===== src/rtl/pipeline_pkg.sv =====
// Shared pipeline types and widths for the memory-access stage and its controller.
package pipeline_pkg;

    localparam int DATA_WIDTH     = 32;
    localparam int REG_ADDR_WIDTH = 4;

    typedef enum logic [0:0] {
        IDLE = 1'b0,
        BUSY = 1'b1
    } mem_state_t;

    function automatic logic is_word_aligned(input logic [1:0] addr_lsbs);
        return (addr_lsbs == 2'b00);
    endfunction

endpackage


===== src/rtl/mem_req_ctrl.sv =====
// Bus request controller: IDLE/BUSY sequencing, ack timeout and bus-error pulse.
module mem_req_ctrl #(
    parameter int TIMEOUT_CYCLES = 16
) (
    input  logic clk,
    input  logic reset,
    input  logic start_i,
    input  logic mem_ack_i,
    output logic busy_o,
    output logic done_o,
    output logic stall_o,
    output logic mem_req_o,
    output logic bus_error_o
);
    import pipeline_pkg::*;

    localparam logic [7:0] CNT_LAST = 8'(TIMEOUT_CYCLES - 1);

    mem_state_t state_q, state_d;
    logic [7:0] cnt_q, cnt_d;
    logic       bus_error_q, bus_error_d;

    // Next state, wait counter and error pulse; an ack on the last allowed cycle still completes.
    always_comb begin
        state_d     = state_q;
        cnt_d       = cnt_q;
        bus_error_d = 1'b0;
        case (state_q)
            IDLE: begin
                if (start_i) begin
                    state_d = BUSY;
                    cnt_d   = 8'd0;
                end else begin
                    state_d = IDLE;
                end
            end
            BUSY: begin
                if (mem_ack_i) begin
                    state_d = IDLE;
                    cnt_d   = 8'd0;
                end else if (cnt_q == CNT_LAST) begin
                    state_d     = IDLE;
                    cnt_d       = 8'd0;
                    bus_error_d = 1'b1;
                end else begin
                    cnt_d = cnt_q + 8'd1;
                end
            end
            default: begin
                state_d = IDLE;
                cnt_d   = 8'd0;
            end
        endcase
    end

    // Controller state register with synchronous active-low reset.
    always_ff @(posedge clk) begin
        if (!reset) begin
            state_q     <= IDLE;
            cnt_q       <= 8'd0;
            bus_error_q <= 1'b0;
        end else begin
            state_q     <= state_d;
            cnt_q       <= cnt_d;
            bus_error_q <= bus_error_d;
        end
    end

    assign busy_o      = (state_q == BUSY);
    assign done_o      = busy_o & mem_ack_i;
    assign stall_o     = busy_o;
    assign mem_req_o   = busy_o;
    assign bus_error_o = bus_error_q;

endmodule


===== src/rtl/mem_stage.sv =====
// Memory-access pipeline stage: captures loads/stores into request registers,
// runs them over the req/ack bus and fills the MEM/WB register.
module mem_stage #(
    parameter int DATA_WIDTH     = pipeline_pkg::DATA_WIDTH,
    parameter int TIMEOUT_CYCLES = 16
) (
    input  logic                  clk,
    input  logic                  reset,
    input  logic                  i_Valid,
    input  logic                  i_Flush,
    input  logic [DATA_WIDTH-1:0] i_Pc,
    input  logic                  i_Sig_Write_Back_Enable,
    input  logic                  i_Sig_Memory_Read_Enable,
    input  logic                  i_Sig_Memory_Write_Enable,
    input  logic [DATA_WIDTH-1:0] i_ALU_Result,
    input  logic [DATA_WIDTH-1:0] i_Store_Value,
    input  logic [3:0]            i_Destination,
    output logic                  o_Stall,
    output logic                  o_Mem_Req,
    output logic                  o_Mem_We,
    output logic [DATA_WIDTH-1:0] o_Mem_Addr,
    output logic [DATA_WIDTH-1:0] o_Mem_Wdata,
    input  logic                  i_Mem_Ack,
    input  logic [DATA_WIDTH-1:0] i_Mem_Rdata,
    output logic                  o_Valid,
    output logic [DATA_WIDTH-1:0] o_Pc,
    output logic [DATA_WIDTH-1:0] o_ALU_Result,
    output logic [DATA_WIDTH-1:0] o_Data_Memory,
    output logic                  o_Sig_Write_Back_Enable,
    output logic                  o_Sig_Memory_Read_Enable,
    output logic [3:0]            o_Destination,
    output logic                  o_Align_Fault,
    output logic                  o_Bus_Error
);
    import pipeline_pkg::*;

    logic busy_s, done_s, accept_s, is_mem_s, aligned_s, start_s;

    logic [DATA_WIDTH-1:0]     req_pc_q, req_pc_d, req_addr_q, req_addr_d, req_wdata_q, req_wdata_d;
    logic                      req_wb_q, req_wb_d, req_rd_q, req_rd_d, req_we_q, req_we_d;
    logic [REG_ADDR_WIDTH-1:0] req_dest_q, req_dest_d;

    logic                      valid_q, valid_d, wb_q, wb_d, rd_q, rd_d, align_q, align_d;
    logic [DATA_WIDTH-1:0]     pc_q, pc_d, alu_q, alu_d, data_q, data_d;
    logic [REG_ADDR_WIDTH-1:0] dest_q, dest_d;

    mem_req_ctrl #(
        .TIMEOUT_CYCLES(TIMEOUT_CYCLES)
    ) u_ctrl (
        .clk        (clk),
        .reset      (reset),
        .start_i    (start_s),
        .mem_ack_i  (i_Mem_Ack),
        .busy_o     (busy_s),
        .done_o     (done_s),
        .stall_o    (o_Stall),
        .mem_req_o  (o_Mem_Req),
        .bus_error_o(o_Bus_Error)
    );

    assign accept_s  = i_Valid & ~i_Flush & ~busy_s;
    assign is_mem_s  = i_Sig_Memory_Read_Enable | i_Sig_Memory_Write_Enable;
    assign aligned_s = is_word_aligned(i_ALU_Result[1:0]);
    assign start_s   = accept_s & is_mem_s & aligned_s;

    // Request registers; a store wins when both read and write are set.
    always_comb begin
        req_pc_d    = req_pc_q;
        req_addr_d  = req_addr_q;
        req_wdata_d = req_wdata_q;
        req_wb_d    = req_wb_q;
        req_rd_d    = req_rd_q;
        req_we_d    = req_we_q;
        req_dest_d  = req_dest_q;
        if (start_s) begin
            req_pc_d    = i_Pc;
            req_addr_d  = i_ALU_Result;
            req_wdata_d = i_Store_Value;
            req_wb_d    = i_Sig_Write_Back_Enable;
            req_rd_d    = i_Sig_Memory_Read_Enable & ~i_Sig_Memory_Write_Enable;
            req_we_d    = i_Sig_Memory_Write_Enable;
            req_dest_d  = i_Destination;
        end else begin
            req_pc_d = req_pc_q;
        end
    end

    // MEM/WB next value: a bubble unless an ALU op is accepted or a bus access completes.
    always_comb begin
        valid_d = 1'b0;
        pc_d    = '0;
        wb_d    = 1'b0;
        rd_d    = 1'b0;
        alu_d   = '0;
        dest_d  = 4'd0;
        data_d  = '0;
        align_d = 1'b0;
        if (busy_s) begin
            if (done_s) begin
                valid_d = 1'b1;
                pc_d    = req_pc_q;
                wb_d    = req_wb_q;
                rd_d    = req_rd_q;
                alu_d   = req_addr_q;
                dest_d  = req_dest_q;
                data_d  = req_rd_q ? i_Mem_Rdata : '0;
            end else begin
                valid_d = 1'b0;
            end
        end else if (accept_s) begin
            if (!is_mem_s) begin
                valid_d = 1'b1;
                pc_d    = i_Pc;
                wb_d    = i_Sig_Write_Back_Enable;
                alu_d   = i_ALU_Result;
                dest_d  = i_Destination;
            end else if (!aligned_s) begin
                pc_d    = i_Pc;
                align_d = 1'b1;
            end else begin
                valid_d = 1'b0;
            end
        end else begin
            valid_d = 1'b0;
        end
    end

    // Request and MEM/WB registers with synchronous active-low reset.
    always_ff @(posedge clk) begin
        if (!reset) begin
            req_pc_q    <= '0;
            req_addr_q  <= '0;
            req_wdata_q <= '0;
            req_wb_q    <= 1'b0;
            req_rd_q    <= 1'b0;
            req_we_q    <= 1'b0;
            req_dest_q  <= 4'd0;
            valid_q     <= 1'b0;
            pc_q        <= '0;
            wb_q        <= 1'b0;
            rd_q        <= 1'b0;
            alu_q       <= '0;
            dest_q      <= 4'd0;
            data_q      <= '0;
            align_q     <= 1'b0;
        end else begin
            req_pc_q    <= req_pc_d;
            req_addr_q  <= req_addr_d;
            req_wdata_q <= req_wdata_d;
            req_wb_q    <= req_wb_d;
            req_rd_q    <= req_rd_d;
            req_we_q    <= req_we_d;
            req_dest_q  <= req_dest_d;
            valid_q     <= valid_d;
            pc_q        <= pc_d;
            wb_q        <= wb_d;
            rd_q        <= rd_d;
            alu_q       <= alu_d;
            dest_q      <= dest_d;
            data_q      <= data_d;
            align_q     <= align_d;
        end
    end

    assign o_Mem_We    = busy_s & req_we_q;
    assign o_Mem_Addr  = busy_s ? req_addr_q  : '0;
    assign o_Mem_Wdata = busy_s ? req_wdata_q : '0;

    assign o_Valid                  = valid_q;
    assign o_Pc                     = pc_q;
    assign o_Sig_Write_Back_Enable  = wb_q;
    assign o_Sig_Memory_Read_Enable = rd_q;
    assign o_ALU_Result             = alu_q;
    assign o_Destination            = dest_q;
    assign o_Data_Memory            = data_q;
    assign o_Align_Fault            = align_q;

endmodule

===== config.mk =====
export PLATFORM = sky130hd
export DESIGN_NAME = mem_stage
export DESIGN_NICKNAME = d
export VERILOG_FILES = /design/src/rtl/pipeline_pkg.sv /design/src/rtl/mem_req_ctrl.sv /design/src/rtl/mem_stage.sv
export SDC_FILE = /design/constraint.sdc
export NUM_CORES = 1
export LEC_CHECK = 0
export CORE_ASPECT_RATIO = 1.1
export CORE_MARGIN = 5
export CORE_UTILIZATION = 45
export CTS_CLUSTER_SIZE = 20
export DETAILED_ROUTE_END_ITERATION = 6
export GPL_TIMING_DRIVEN = 0
export PLACE_DENSITY = 0.87
export SYNTH_ARGS = -nofsm -noshare
export SYNTH_HDL_FRONTEND = slang
export SYNTH_SLANG_ARGS = --single-unit

===== constraint.sdc =====
create_clock -name clk -period 3.6 [get_ports clk]
set_clock_uncertainty 0.15 [all_clocks]
set_input_delay 0.72 -clock clk [delete_from_list [all_inputs] [get_ports clk]]
set_output_delay 0.72 -clock clk [all_outputs]
set_load 0.05 [all_outputs]

== Word-level counts from Yosys, hierarchy flattened ==
Cells that the tools add are included.
W data, S select, Z words.

* Muxes and demuxes: 33
* Bitwise operators: 14
* Add/sub/neg operators: 1
* Reductions and logical operators: 5
* Eq/ne operators: 2

{| class="wikitable"
|+ Operators with widths
! kind !! count
|-
| $mux W32 || 11
|-
| $mux W8 || 3
|-
| $mux W4 || 4
|-
| $pmux W8 S2 || 1
|-
| $mux W1 || 13
|-
| $add A8 B1 Y8 const B || 1
|-
| $eq A8 B4 Y1 const B || 1
|-
| $and A1 B1 Y1 || 7
|-
| $not A1 Y1 || 6
|-
| $reduce_and A4 Y1 || 1
|-
| $reduce_or A4 Y1 || 1
|-
| $reduce_and A3 Y1 || 1
|-
| $reduce_or A3 Y1 || 1
|-
| $logic_not A2 Y1 || 1
|-
| $ne A2 B2 Y1 const B || 1
|-
| $pmux W1 S2 || 1
|-
| $or A1 B1 Y1 || 1
|}

* Output and inout bits: 172
* Logic and storage cells: 73
* Input bits: 140
* Bits in registers: 217

== Longest topological paths before layout ==
* Depth in word-level cells: 7
* Depth in mapped cells: 6
* Mapped depth without buffers: 5

== By module ==
From an unflattened synthesis, not the netlist that was laid out.

* Cell total of the unflattened synthesis: 816
* Area total of the unflattened synthesis: 7853.8 um2

{| class="wikitable"
|+ Modules (own cells, without submodules)
! module !! area an instance (um2) !! cells an instance !! times used !! seq. area each (um2)
|-
| mem_stage || 7322.0 || 752 || 1 || 4144.0
|-
| mem_req_ctrl || 531.8 || 64 || 1 || 200.2
|}

== Worst setup path before layout ==
Ideal clock, no wire load.

* Path type: reg2out
* From: reg u_ctrl.state_q, in the netlist u_ctrl.busy_o
* To: out o_Mem_Addr[12]
* Data arrival time: 1.676 ns
* Stages on the path, launching flop included: 4
* Slack: 1.054 ns
* Buffers on the path: 2
* Required time: 2.730 ns
* Cells stage by stage: dfxtp_1 -> clkbuf_1 -> clkbuf_1 -> and2_1

* Cells in the longest elaborated chain, start to end: 1

{| class="wikitable"
|+ RTL lines
! what !! line !! source
|-
| start, declared || mem_req_ctrl.sv:19 || <nowiki>mem_state_t state_q, state_d;</nowiki>
|-
| start signal, assigned || mem_req_ctrl.sv:63 || <nowiki>state_q <= state_d;</nowiki>
|-
| $mux W32 || mem_stage.sv:166 || <nowiki>assign o_Mem_Addr = busy_s ? req_addr_q : '0;</nowiki>
|-
| end, declared || mem_stage.sv:21 || <nowiki>output logic [DATA_WIDTH-1:0] o_Mem_Addr,</nowiki>
|}

No other way between the ends.

== Worst setup path after layout ==
* From: reg u_ctrl.state_q, in the netlist u_ctrl.busy_o
* To: out o_Mem_Wdata[11]

* Cells in the longest elaborated chain, start to end: 1

{| class="wikitable"
|+ RTL lines
! what !! line !! source
|-
| $mux W32 || mem_stage.sv:167 || <nowiki>assign o_Mem_Wdata = busy_s ? req_wdata_q : '0;</nowiki>
|-
| end, declared || mem_stage.sv:22 || <nowiki>output logic [DATA_WIDTH-1:0] o_Mem_Wdata,</nowiki>
|}

No other way between the ends.

==> impl_metrics.tcl <==
set metrics [dict create \
    status "completed" \
    multi_input_area_um2 3208 \
    cap_violations 0 \
    crit_arrival_ps 2600 \
    synth.distinct_cells 36 \
    hold_path.class "reg2reg" \
    drive_gt1_frac 0.05506 \
    start_kind "flip-flop" \
    wirelength_um 25910 \
    drt_iter0_markers 378 \
    cts_setup_buffers 0 \
    fp.dieW_um 136.4 \
    syn_area_um2 7905 \
    stdcell_area_um2 12030 \
    worstHoldPathCells 2 \
    cts_sinks 217 \
    required_ps 2730 \
    seqCellArea_um2 4344 \
    ys_ff_latch 217 \
    yosysWarnings 0 \
    cts-resized-gates 52 \
    final.period_utilization 0.9650 \
    rows 50 \
    firstDrtPassIters 7 \
    routedWlPerCell_um 17.64 \
    synth-edff-count 0 \
    whs_ps 297.4 \
    crit_path_max_fanout 10 \
    yosys-top-cells-area "dfxtp_1 (55%), nand2_1 (9.9%), and2_1 (7.8%)" \
    antenna_found_initial 0 \
    postPlaceCellArea_um2 11310 \
    core_um2 17140 \
    cts_buffer_depth 3 \
    grt_pass1_wl_um 39830 \
    tritoncts "done" \
    syn_to_final_growth_pct 52.18 \
    vias 7541 \
    fill_cells 1371 \
    dp_hpwl_um 19140 \
    root_buffer "clkbuf_16" \
    powerDensity_nw_per_um2 441.0 \
    first_global_vias 7546 \
    mostFrequentLayoutCells "clkdlybuf4s50_1 (261), dfxtp_1 (217), nand2_1 (209), and2_1 (98), nor2_1 (72)" \
    hold_viol 0 \
    synthFlopType "dfxtp_1" \
    p_leak_nw 4.560 \
    yosysTopAreaCell "dfxtp_1" \
    dp_slack_ps 77.77 \
    start_util 0.4612 \
    worst_pin_slew_ps 760.0 \
    drc 0 \
    instances_no_fill 1469 \
    track_usage 0.2455 \
    numCtsBuffers 22 \
    synth_top_area_share 0.5495 \
    ys_seq_area_frac 0.5495 \
    grt_max_degree 16 \
    path_class "reg2out" \
    antenna_cells 0 \
    endpoint_kind "output port" \
    syn_nets 1026 \
    synth_area_per_cell_um2 8.932 \
    syn_inst 885 \
    h-tree-depth 1 \
    place_inst 1430 \
    rsz0062_at_grt "false" \
    chipHeight_um 149.0 \
    finalWeightedCongestion 0.8406 \
    slew_headroom 0.4867 \
    die_area_um2 20320 \
    fin_crit_ps 3474 \
    tns_ps 0 \
    insertion_delay_ps 490 \
    grt_overflow 0 \
    setup_viol 0 \
    drv_slew 0 \
    worst_slack_ps 126.1 \
    r2r_cells 6 \
    postSynth.asyncResetShare 0 \
    nNetsFinal 1361 \
    vias_per_cell 5.133 \
    fmax_mhz 287.9 \
    port_buffers 311 \
    mostFrequentLayoutCell "clkdlybuf4s50_1" \
    io_pins 312 \
    peakVddDrop_mv 0.3341 \
    cts.clk_slew.worst_paths_ps 60 \
    postCtsHoldBufs 0 \
    antenna_left 0 \
    p_total_mw 5.305 \
    postLayoutCoreUtil 0.7018 \
]
==> sequential cells by signal, indices dropped and copies added, names as in the netlist <==
signal / count
o_Data_Memory: 32
o_Align_Fault: 1
req_wdata_q: 32
req_pc_q: 32
o_ALU_Result: 32
u_ctrl.busy_o: 1
req_rd_q: 1
o_Valid: 1
o_Sig_Memory_Read_Enable: 1
o_Destination: 4
req_we_q: 1
o_Sig_Write_Back_Enable: 1
req_addr_q: 32
o_Pc: 32
req_wb_q: 1
req_dest_q: 4
u_ctrl.cnt_q: 8
u_ctrl.bus_error_o: 1
==> critical path: stages, from the launching register on <==
cell,delay [ps]
dfxtp_1,610
clkbuf_2,360
clkbuf_1,350
and2_1,210
dlygate4sd2_1,570
==> routing by layer <==
layer  share of wire  track usage  vias up
met3           0.092      0.07625       69
met4           0.041       0.1043        0
li1                -            -     3601
met2            0.49       0.4331      327
met1            0.37       0.2714     3544
met5               0            0        -
==> path summary, 6_finish.rpt <==
| check | startpoint | endpoint | slack (ps) |
|---|---|---|---|
| setup / recovery | u_ctrl.busy_o | o_Mem_Wdata[11] | 130 |
| hold / removal | req_we_q | req_we_q | 300 |
| setup reg to reg | u_ctrl.busy_o | o_Pc[16] | 1320 |
| hold reg to reg | req_we_q | req_we_q | 300 |
==> power by group <==
group | internal (mW) | leakage, nW | switching, mW
logic | 0.211 | 2.43 | 0.199
clock network | 1.52 | 0.381 | 0.928
registers | 2.43 | 1.75 | 0.0161
total | 4.16 | 4.56 | 1.14
==> cell families after synthesis <==
kind of cell    share of synthesized area
simple gates                       0.2387
flops                              0.5495
compound gates                     0.1643
buf+inv                           0.04463
mux                              0.001266
fa+ha+maj                        0.001583
==> layout make-up <==
class                      instances  share of cell area
sequential                       217              0.3611
multi-input combinational        599              0.2667
timing repair buffer             311              0.2529
clock buffer                      29             0.05221
buffer                            68             0.02923
tap                              234             0.02434
clock inverter                    10             0.01321
inverter                           1           0.0003120
==> Yosys cell counts (2+ instances only) <==
| cell | count |
|---|---|
| dfxtp_1 | 217 |
| nand2_1 | 209 |
| and2_1 | 98 |
| nor2_1 | 72 |
| a22oi_1 | 70 |
| a21boi_1 | 52 |
| clkbuf_1 | 45 |
| a21oi_1 | 41 |
| a21boi_0 | 12 |
| buf_2 | 12 |
| buf_6 | 10 |
| nor2b_1 | 8 |
| o21ai_0 | 5 |
| nand3_1 | 4 |
| nor3_1 | 4 |
| and3_1 | 3 |
| nand4b_1 | 2 |
| o21a_1 | 2 |
| o311ai_0 | 2 |
(Power assumes the default switching activity.)
